**config.mk**
```make
export PLATFORM = sky130hd
export DESIGN_NAME = kd_query_scheduler
export DESIGN_NICKNAME = d
export VERILOG_FILES = /design/src/rtl/kd_query_scheduler.sv
export SDC_FILE = /design/constraint.sdc
export NUM_CORES = 1
export LEC_CHECK = 0
export CORE_UTILIZATION = 68
export DETAILED_ROUTE_END_ITERATION = 6
export DONT_BUFFER_PORTS = 1
export PLACE_DENSITY = 0.88
export SETUP_SLACK_MARGIN = 0.1
export SYNTH_ARGS = -nofsm -noshare
export SYNTH_HDL_FRONTEND = slang
export SYNTH_SLANG_ARGS = --single-unit
```
**constraint.sdc**
```tcl
create_clock -name clk -period 16 [get_ports clk]
set_input_delay 4 -clock clk [delete_from_list [all_inputs] [get_ports clk]]
set_output_delay 4 -clock clk [all_outputs]
set_load 0.005 [all_outputs]
```
**src/rtl/kd_query_scheduler.sv**
```systemverilog
// Two-phase sequencer for internal_node_tree: counts node words during LOAD,
// then alternates patches across the two tree ports and returns leaf indices
// in dispatch order.
module kd_query_scheduler #(
    parameter int unsigned PATCH_WIDTH        = 55,
    parameter int unsigned ADDRESS_WIDTH      = 8,
    parameter int unsigned NUM_INTERNAL_NODES = 63,
    parameter int unsigned OUT_DEPTH          = 4
) (
    input  logic                                 clk,
    input  logic                                 rst,
    input  logic                                 start,
    input  logic                                 node_wr_en,
    output logic                                 fsm_enable,
    output logic                                 load_done,
    input  logic                                 patch_valid,
    output logic                                 patch_ready,
    input  logic [PATCH_WIDTH-1:0]               patch_data,
    output logic                                 patch_en,
    output logic [PATCH_WIDTH-1:0]               patch_in,
    output logic                                 patch_two_en,
    output logic [PATCH_WIDTH-1:0]               patch_in_two,
    input  logic                                 leaf_en,
    input  logic [ADDRESS_WIDTH-1:0]             leaf_index,
    input  logic                                 leaf_two_en,
    input  logic [ADDRESS_WIDTH-1:0]             leaf_index_two,
    output logic                                 out_valid,
    input  logic                                 out_ready,
    output logic [ADDRESS_WIDTH-1:0]             out_leaf,
    output logic [$clog2(2*OUT_DEPTH+1)-1:0]     outstanding,
    output logic                                 error
);
    localparam int unsigned CntW = $clog2(NUM_INTERNAL_NODES + 1);
    localparam int unsigned CrW  = $clog2(OUT_DEPTH + 1);
    localparam int unsigned PtrW = $clog2(OUT_DEPTH);
    localparam int unsigned OutW = $clog2(2 * OUT_DEPTH + 1);

    typedef enum logic [1:0] {StIdle, StLoad, StQuery} state_e;

    state_e                   state_q;
    logic [CntW-1:0]          node_cnt_q;
    logic                     fsm_enable_q, load_done_q;

    logic                     disp_sel_q, rd_sel_q;
    logic [CrW-1:0]           credit_q   [2];
    logic [CrW-1:0]           inflight_q [2];
    logic [CrW-1:0]           cnt_q      [2];
    logic [PtrW-1:0]          wr_ptr_q   [2];
    logic [PtrW-1:0]          rd_ptr_q   [2];
    logic [ADDRESS_WIDTH-1:0] mem_q      [2][OUT_DEPTH];
    logic [OutW-1:0]          outstanding_q;
    logic                     error_q;
    logic                     patch_en_q, patch_two_en_q;
    logic [PATCH_WIDTH-1:0]   patch_in_q, patch_in_two_q;

    logic                     load_last, reload, accept, pop, spurious;
    logic [1:0]               disp, popp, push, leaf_v;
    logic [ADDRESS_WIDTH-1:0] leaf_d [2];

    assign load_last = (state_q == StLoad) && node_wr_en &&
                       (node_cnt_q == CntW'(NUM_INTERNAL_NODES - 1));
    // Reload is only safe once every dispatched query has been popped
    assign reload    = (state_q == StQuery) && start && (outstanding_q == '0);

    assign patch_ready = (state_q == StQuery) && (credit_q[disp_sel_q] != '0);
    assign accept      = patch_valid && patch_ready;
    assign out_valid   = (cnt_q[rd_sel_q] != '0);
    assign out_leaf    = mem_q[rd_sel_q][rd_ptr_q[rd_sel_q]];
    assign pop         = out_valid && out_ready;

    assign disp   = {accept && disp_sel_q, accept && !disp_sel_q};
    assign popp   = {pop && rd_sel_q, pop && !rd_sel_q};
    assign leaf_v = {leaf_two_en, leaf_en};
    assign leaf_d[0] = leaf_index;
    assign leaf_d[1] = leaf_index_two;
    // A result is only accepted on a port with a dispatch still awaiting its answer
    assign push[0]  = leaf_v[0] && (inflight_q[0] != '0);
    assign push[1]  = leaf_v[1] && (inflight_q[1] != '0);
    assign spurious = |(leaf_v & ~push);

    assign fsm_enable   = fsm_enable_q;
    assign load_done    = load_done_q;
    assign patch_en     = patch_en_q;
    assign patch_in     = patch_in_q;
    assign patch_two_en = patch_two_en_q;
    assign patch_in_two = patch_in_two_q;
    assign outstanding  = outstanding_q;
    assign error        = error_q;

    // Phase FSM with registered fsm_enable / load_done
    always_ff @(posedge clk or posedge rst) begin
        if (rst) begin
            state_q      <= StIdle;
            node_cnt_q   <= '0;
            fsm_enable_q <= 1'b0;
            load_done_q  <= 1'b0;
        end else begin
            case (state_q)
                StIdle: begin
                    if (start) begin
                        state_q      <= StLoad;
                        node_cnt_q   <= '0;
                        fsm_enable_q <= 1'b1;
                    end
                end
                StLoad: begin
                    if (node_wr_en) begin
                        node_cnt_q <= node_cnt_q + CntW'(1);
                        if (load_last) begin
                            state_q      <= StQuery;
                            fsm_enable_q <= 1'b0;
                            load_done_q  <= 1'b1;
                        end
                    end
                end
                StQuery: begin
                    if (reload) begin
                        state_q      <= StLoad;
                        node_cnt_q   <= '0;
                        fsm_enable_q <= 1'b1;
                        load_done_q  <= 1'b0;
                    end
                end
                default: state_q <= StIdle;
            endcase
        end
    end

    // Dispatch registers, per-port credits, result queues and bookkeeping
    always_ff @(posedge clk or posedge rst) begin
        if (rst) begin
            disp_sel_q     <= 1'b0;
            rd_sel_q       <= 1'b0;
            outstanding_q  <= '0;
            error_q        <= 1'b0;
            patch_en_q     <= 1'b0;
            patch_two_en_q <= 1'b0;
            patch_in_q     <= '0;
            patch_in_two_q <= '0;
            for (int p = 0; p < 2; p++) begin
                credit_q[p]   <= '0;
                inflight_q[p] <= '0;
                cnt_q[p]      <= '0;
                wr_ptr_q[p]   <= '0;
                rd_ptr_q[p]   <= '0;
                for (int i = 0; i < OUT_DEPTH; i++) begin
                    mem_q[p][i] <= '0;
                end
            end
        end else begin
            patch_en_q     <= disp[0];
            patch_two_en_q <= disp[1];
            if (disp[0]) patch_in_q <= patch_data;
            if (disp[1]) patch_in_two_q <= patch_data;
            if (accept) disp_sel_q <= ~disp_sel_q;
            if (pop) rd_sel_q <= ~rd_sel_q;
            outstanding_q <= outstanding_q + OutW'(accept) - OutW'(pop);
            error_q       <= error_q | spurious;
            for (int p = 0; p < 2; p++) begin
                if (load_last) begin
                    credit_q[p] <= CrW'(OUT_DEPTH);
                end else begin
                    credit_q[p] <= credit_q[p] - CrW'(disp[p]) + CrW'(popp[p]);
                end
                inflight_q[p] <= inflight_q[p] + CrW'(disp[p]) - CrW'(push[p]);
                cnt_q[p]      <= cnt_q[p] + CrW'(push[p]) - CrW'(popp[p]);
                if (push[p]) begin
                    mem_q[p][wr_ptr_q[p]] <= leaf_d[p];
                    wr_ptr_q[p]           <= wr_ptr_q[p] + PtrW'(1);
                end
                if (popp[p]) rd_ptr_q[p] <= rd_ptr_q[p] + PtrW'(1);
            end
        end
    end
endmodule

```
Yosys cells after proc, flatten, opt, wreduce, memory -nomap -nowiden
Index checks and enable logic that the tools add are counted.
Storage, ports and cells
  output and inout port bits: 129
  input bits: 79
  word-level logic and storage cells: 144
  bits in registers: 219
Cells by class
  equal/unequal tests: 7
  order comparisons: 7
  mux-type cells: 41
  reduce and logical (&&, ||, !) cells: 30
  add/subtract/negate cells: 19
  bitwise logic cells: 10
Operator list (number)
  32-bit two-way mux: 3
  32-bit bitwise mux: 2
  8-bit demux with 2-bit select: 2
  8-bit two-way mux: 4
  3-bit two-way mux: 8
  3-bit by 1-bit adder with 3-bit output: 6
  6-bit two-way mux: 3
  6-bit case mux with 3 select lines: 1
  3-bit by 1-bit subtractor with 3-bit output: 6
  8-bit binary-select mux with 2-bit select: 1
  1-bit logical AND: 15
  3-bit nonzero test: 5
  2-bit two-way mux: 7
  4-bit AND reduction: 3
  3-bit >= comparator, second input constant: 3
  2-bit NOT with 3-bit output: 3
  2-bit by 1-bit adder with 2-bit output, second input constant: 4
  2-bit != test, second input constant: 4
  1-bit two-way mux: 7
  6-bit by 1-bit adder with 6-bit output, second input constant: 1
  6-bit equality test, second input constant: 1
  3-bit by 1-bit < comparator with 1-bit output, second input constant: 2
  2-bit case mux with 3 select lines: 1
  5-bit AND reduction: 1
  17 further kinds: 21

Depth between registers and ports, before layout
Gate-level depths: netlist of the first run.
  word-level depth: 11
  depth in mapped cells: 14
  mapped depth without buffers: 11

Worst setup path after synthesis of the first run
Ideal clock, no wire load.
  path kind: input to register
  from: input port patch_valid
  to: register credit_q[2] (netlist bit)
  path slack: 10.119 ns
  path buffers: 2
  required time: 15.879 ns
  library setup time: 0.121 ns
  arrival time: 5.760 ns
  stages: 13
  cells stage by stage: and3b_1 > nand3_2 > inv_2 > buf_6 > buf_12 > ha_1 > inv_1 > ha_1 > inv_1 > fa_1 > xor2_1 > xnor2_1 > nand2b_1
Between the ends
  longest elaborated chain between the ends: 5
RTL lines
  start: declaration: RTL line 16  | input logic patch_valid,
  1-bit logical AND: RTL line 66  | assign accept = patch_valid && patch_ready;
  1-bit logical AND: RTL line 71  | assign disp = {accept && disp_sel_q, accept && !disp_sel_q};
  net disp[1]: RTL line 57  | logic [1:0] disp, popp, push, leaf_v;
  3-bit by 1-bit subtractor with 3-bit output: RTL line 163  | credit_q[p] <= credit_q[p] - CrW'(disp[p]) + CrW'(popp[p]);
  3-bit by 1-bit adder with 3-bit output: RTL line 163
  3-bit two-way mux: RTL line 160  | if (load_last) begin
  end signal: indexed assignment: RTL line 161  | credit_q[p] <= CrW'(OUT_DEPTH);
  end signal: indexed assignment: RTL line 163
  end: declaration: RTL line 45  | logic [CrW-1:0] credit_q [2];
The timed path passes the listed nets, and every way through them passes these cells.
A chain may end at the register's enable or synchronous reset.

Final worst setup path of the first run
  from: register rd_ptr_q[0] (netlist bit)
  to: output port out_leaf[4]
Between the ends
  longest elaborated chain between the ends: 7
RTL lines
  start: declaration: RTL line 49  | logic [PtrW-1:0] rd_ptr_q [2];
  start signal: indexed assignment: RTL line 171  | if (popp[p]) rd_ptr_q[p] <= rd_ptr_q[p] + PtrW'(1);
  2-bit two-way mux (implied by the code) (3 in series): RTL line 68  | assign out_leaf = mem_q[rd_sel_q][rd_ptr_q[rd_sel_q]];
  2-bit NOT with 3-bit output (implied by the code): RTL line 68
  8-bit binary-select mux with 2-bit select: RTL line 68
  8-bit two-way mux (implied by the code) (2 in series): RTL line 68
  end: declaration: RTL line 29  | output logic [ADDRESS_WIDTH-1:0] out_leaf,
Every way passes these cells. The select of a mux whose other input is x is not followed.

==> results of run 1 <==
through the flow:
step	hold WS, ps	area, µm²
2_1_floorplan	472	9580
3_3_place_gp	479	9640
3_5_place_dp	490	9640
4_1_cts	503	10400
5_1_grt	522	10400
6_report	502	10400
cells in the final DEF (no fill, tap or decap), types with 6 or more instances in the layout:
| cell type | synthesis | final |
|---|---|---|
| clkinv_2 | 0 | 6 |
| ha_1 | 27 | 27 |
| inv_1 | 40 | 39 |
| dfrtp_1 | 219 | 219 |
| mux2_4 | 39 | 39 |
| nor3_1 | 7 | 7 |
| mux4_2 | 16 | 16 |
| mux2_2 | 144 | 144 |
| fa_1 | 7 | 7 |
| clkbuf_16 | 0 | 23 |
| nand2_1 | 18 | 18 |
| xnor2_1 | 15 | 15 |
worst paths after layout:
check / start / end / slack [ps]
max in group asynchronous: rst / patch_in_two[34] / 10930
worst max-delay path: rd_ptr_q[0] / out_leaf[4] / 9880
worst min-delay path: mem_q[34] / mem_q[34] / 500
min in group asynchronous: rst / patch_in_two[35] / 3580
worst max register to register: state_q[1] / credit_q[2] / 12860
worst min register to register: mem_q[34] / mem_q[34] / 500
critical path: cells and delay by family, from the launching register on:
kind / cells / cell delay (ps)
muxes: 2 / 900
DFF: 1 / 740
registers in the layout (all words and copies together), names as in the netlist, 4 cells and up:
register,cells
node_cnt_q,6
patch_in,55
rd_ptr_q,4
cnt_q,6
wr_ptr_q,4
outstanding,4
credit_q,6
patch_in_two,55
mem_q,64
inflight_q,6
cell type report:
| class | instances | area (µm²) | share of cell area (%) |
|---|---|---|---|
| Sequential cell | 219 | 5480 | 52.5 |
| Multi-Input combinational cell | 337 | 3750 | 35.9 |
| Clock buffer | 29 | 628 | 6.01 |
| Tap cell | 176 | 220 | 2.11 |
| Clock inverter | 11 | 180 | 1.72 |
| Inverter | 42 | 165 | 1.58 |
| Timing Repair Buffer | 3 | 22.5 | 0.216 |
power breakdown:
group          internal (mW)  leakage [nW]  switching, mW
sequential             0.725          2.74          0.150
combinational          0.293          1.76          0.202
clock                  0.357         0.403          0.205
total                   1.37          4.91          0.557
cell families (layout without fill, tap and decap cells):
logic type | count (synthesis) | after routing | share of synthesized area [%]
adders and majority gates | 34 | 34 | 4.99
AOI/OAI and AO/OA | 28 | 28 | 2.01
xor gates and xnor gates | 20 | 20 | 1.83
and+or+nand+nor | 55 | 55 | 3.40
DFF | 219 | 219 | 57.2
buffers and inverters | 64 | 85 | 3.62
muxes | 200 | 200 | 26.9
per-layer routing:
layer | GRT usage [%] | up-vias | routed length (µm)
li1 | - | 2184 | -
met1 | 32.1 | 2646 | 6900
met2 | 47.4 | 184 | 9930
met3 | 6.98 | 32 | 1370
met4 | 6.10 | 0 | 343
met5 | 0 | - | 0
==> impl_metrics.py, run 1 <==
metrics = {
    "cts": {
        "cts_tree": "done",
        "cts-resized-gates": 0,
        "htree_levels": 1,
        "cts_buffer_depth": 3,
        "cts_setup_buffers": 0,
        "clk_pin_slew_ps": 60,
        "ctsHoldBuffers": 0,
        "clockRootBuffer": "clkbuf_16",
        "cts-buffers-inserted": 22,
        "clk_latency_ps": 490,
        "clock-sinks": 219,
    },
    "setup_path": {
        "crit_fanout": 10,
        "path_class": "reg2out",
        "r2r_cells": 12,
        "slowest_delay_ps": 740,
        "setup.worst_path.start_class": "register",
        "cp.required_ps": 12000,
        "crit_chain": "mux4_2 -> mux2_2",
        "crit_slowest_cell": "dfrtp_1",
        "cp-end-kind": "primary output",
        "critPathArrivalTime_ps": 2120,
    },
    "sta": {
        "post-route-period-util_pct": 38.3,
        "slew_violations": 0,
        "fin_tns_setup_ps": 0,
        "clock_skew_ps": 11.3,
        "tightest_slew_ps": 1030,
        "setup-violations-final": 0,
        "timing.fmax_mhz": 163,
        "rsz0062_at_grt": "false",
        "finalCriticalPeriod_ps": 6120,
        "worst_slack_ps": 9880,
        "hold_violations": 0,
        "relSlewSlack_pct": 31.3,
    },
    "floorplanning": {
        "rows": 42,
        "coreArea_um2": 13500,
        "die_area_um2": 14600,
        "io-pin-count": 208,
        "die_h_um": 121,
        "initial_utilization_pct": 70.9,
        "die_w_um": 121,
    },
    "grt": {
        "grt_pass1_vias": 5645,
        "track_usage_pct": 26.5,
        "antenna_found_initial": 0,
        "grt_max_degree": 155,
        "overflow": 0,
        "grt_pass1_wl_um": 30000,
    },
    "finish": {
        "diodes": 0,
        "finish.net_count": 738,
        "fillCellCount": 739,
        "final_cells": 817,
        "drive_above_1_share_pct": 38.2,
        "utilization_pct": 77.3,
        "syn2layout_area_growth_pct": 9.08,
    },
    "yosys": {
        "synth_commonest_cells": "dfrtp_1 (219), mux2_2 (144), inv_1 (40), mux2_4 (39), ha_1 (27)",
        "ys_async_sr_fraction_pct": 100,
        "synth_area_per_cell_um2": 15.4,
        "seq_area_frac_synth_pct": 57.2,
        "ys_top_cells_by_area": "dfrtp_1 (57%), mux2_2 (17%), mux2_4 (6.1%), mux4_2 (3.8%), ha_1 (3.5%)",
        "syn-cell-area_um2": 9580,
        "synth_edf_count": 0,
        "synth_nets": 733,
        "synth_seq_cells": 219,
        "synth.most_common_cell": "dfrtp_1",
        "yosysTopAreaCell": "dfrtp_1",
        "synth_top_flop_cell": "dfrtp_1",
        "syn_inst": 620,
        "ys_warn_count": 0,
        "ys_types": 50,
        "synth_top_area_share_pct": 57.2,
    },
    "routing": {
        "drt-wirelength-per-cell_um": 22.7,
        "drc": 0,
        "drtAntennaViolNets": 0,
        "viasPerCell": 6.18,
        "dr_total_vias": 5046,
        "drtIter0Drc": 226,
        "wl_um": 18500,
        "drt-pass1-iter-count": 5,
    },
    "pwr": {
        "vdd_drop_max_mv": 0.117,
        "power_leakage_nw": 4.91,
        "p_per_area_nw_per_um2": 185,
        "finalPower_mw": 1.93,
    },
    "outcome": {
        "status": "finished clean",
    },
    "hold_path": {
        "hold-path-cell-count": 1,
        "min_path_type": "reg2reg",
    },
    "job": {
        "cap_violations": 0,
    },
    "placed_design": {
        "place_congestion": 0.813,
        "dpl_worst_slack_ps": 9430,
        "dpl.hpwl_um": 12800,
        "place_inst": 777,
        "port_buffers": 0,
    },
}
No activity file was read; power rests on OpenSTA's default activity.
==> inputs of run 2 (changes only) <==
CORE_UTILIZATION = 63   (was 68)
PLACE_DENSITY = 0.83   (was 0.88)
clock period = 5.8 ns   (was 16 ns; I/O delays follow)
==> run 2 against run 1 <==
Compared with the run above: the run now ends with DRC left; sequential power rose to 2.7 times the previous value; flip-flop and latch count is the same; design area up 0.32%; final cell count grew 1.3%; largest power group unchanged; clock skew up 3.0 ps; routed wire length down 3.6%; via count decreased by 0.52%; worst hold slack worse by 2.5 ps; clock power rose to 2.8 times the previous value; clock-buffer cell count rose by 3.
==> impl_metrics.py, run 2 (synthesis results as in run 1) <==
metrics = {
    "sta": {
        "post-route-period-util_pct": 61.5,
        "rsz0062_at_grt": "false",
        "setup-violations-final": 0,
        "tightest_slew_ps": 1070,
        "whs_ps": 499,
        "timing.fmax_mhz": 280,
        "worst_slack_ps": 2230,
        "finalCriticalPeriod_ps": 3570,
        "fin_tns_setup_ps": 0,
        "relSlewSlack_pct": 28.7,
        "hold_violations": 0,
        "slew_violations": 0,
        "clock_skew_ps": 14.2,
    },
    "placed_design": {
        "place_congestion": 0.840,
        "port_buffers": 0,
        "dpl_cell_area_um2": 9660,
        "dpl_worst_slack_ps": 2500,
        "place_inst": 786,
        "dpl.hpwl_um": 12100,
    },
    "outcome": {
        "violations": "DRC",
        "status": "complete, but fails checks",
    },
    "hold_path": {
        "min_path_type": "reg2reg",
    },
    "finish": {
        "finish.net_count": 740,
        "largest_register_ff_count": 64,
        "diodes": 0,
        "drive_above_1_share_pct": 38.2,
        "finalInstanceArea_um2": 10500,
        "syn2layout_area_growth_pct": 9.43,
        "final_common_cell": "dfrtp_1",
        "final_cells": 828,
        "utilization_pct": 71.3,
        "mostFrequentLayoutCells": "dfrtp_1 (219), mux2_2 (144), inv_1 (39), mux2_4 (39), ha_1 (27)",
        "largest_register": "mem_q",
    },
    "grt": {
        "antenna_found_initial": 0,
        "track_usage_pct": 23.7,
        "grt_pass1_vias": 5580,
        "grt_max_degree": 129,
        "overflow": 0,
        "grt_pass1_wl_um": 29400,
    },
    "setup_path": {
        "ff2ff_setup_slack_ps": 3320,
        "path_class": "reg2out",
        "cp.required_ps": 4350,
        "critPathArrivalTime_ps": 2120,
        "crit_fanout": 10,
        "setup.worst_path.start_class": "register",
        "cp-end-kind": "primary output",
    },
    "floorplanning": {
        "die_area_um2": 15700,
        "io-pin-count": 208,
        "die_h_um": 125,
        "rows": 44,
        "initial_utilization_pct": 65.1,
        "die_w_um": 125,
        "coreArea_um2": 14700,
    },
    "cts": {
        "cts-buffers-inserted": 23,
        "htree_levels": 1,
        "cts_buffer_depth": 3,
        "clockRootBuffer": "clkbuf_16",
        "cts_tree": "done",
        "ctsHoldBuffers": 0,
        "clock-sinks": 219,
        "cts-resized-gates": 0,
        "clk_latency_ps": 510,
        "clk_pin_slew_ps": 60,
        "cts_setup_buffers": 0,
    },
    "routing": {
        "viasPerCell": 6.06,
        "drt-pass1-iter-count": 7,
        "dr_total_vias": 5020,
        "drtIter0Drc": 240,
        "drtAntennaViolNets": 0,
        "drt-wirelength-per-cell_um": 21.6,
        "wl_um": 17900,
        "drc": 9,
    },
    "pwr": {
        "p_per_area_nw_per_um2": 504,
        "vdd_drop_max_mv": 0.257,
        "finalPower_mw": 5.28,
        "power_leakage_nw": 4.90,
    },
    "job": {
        "cap_violations": 0,
    },
}
-- run 2: cell types whose count changed in the layout (fill, tap and decap cells not counted), sizes merged --
cell / before / now
clkbuf: 29 / 32
clkinv: 6 / 3
clkinvlp: 0 / 3
bufinv: 5 / 4
buf: 3 / 4
-- run 2: worst paths after layout --
check                                 start  depth (start not counted)                to
worst max register to register  credit_q[0]                         11       credit_q[2]
worst min-delay path              mem_q[14]                          1         mem_q[14]
worst min register to register    mem_q[14]                          1         mem_q[14]
worst max-delay path            rd_ptr_q[0]                          2       out_leaf[1]
min in group asynchronous               rst                          1  patch_in_two[23]
max in group asynchronous               rst                          2     node_cnt_q[4]
-- run 2: critical path, cell delays in order, from the launching register on --
cell,delay [ps]
dfrtp_1,720
mux4_2,600
mux2_2,300
-- run 2: per-layer routing --
| metal | up-vias | global-route usage, % | share of wire (%) |
|---|---|---|---|
| li1 | 2203 | - | - |
| met5 | - | 0 | 0 |
| met1 | 2632 | 29.5 | 40 |
| met4 | 0 | 6.89 | 2.1 |
| met3 | 31 | 6.55 | 7.1 |
| met2 | 154 | 40.7 | 51 |
-- run 2: report_power, final --
group	leakage [nW]	internal, mW	total, mW	switching (mW)
Combinational	1.76	0.804	1.33	0.524
Sequential	2.74	2.00	2.40	0.400
Clock	0.392	0.965	1.55	0.589
-- run 2: area by class of cell --
| cell class | instances | area (µm²) |
|---|---|---|
| flip-flops and latches | 219 | 5480 |
| fillers | 962 | 4220 |
| multi-input cells | 337 | 3750 |
| clock buffers | 32 | 649 |
| well taps | 184 | 230 |
| clock inverters | 10 | 166 |
| inverters | 42 | 161 |
| repair buffers | 4 | 42.5 |
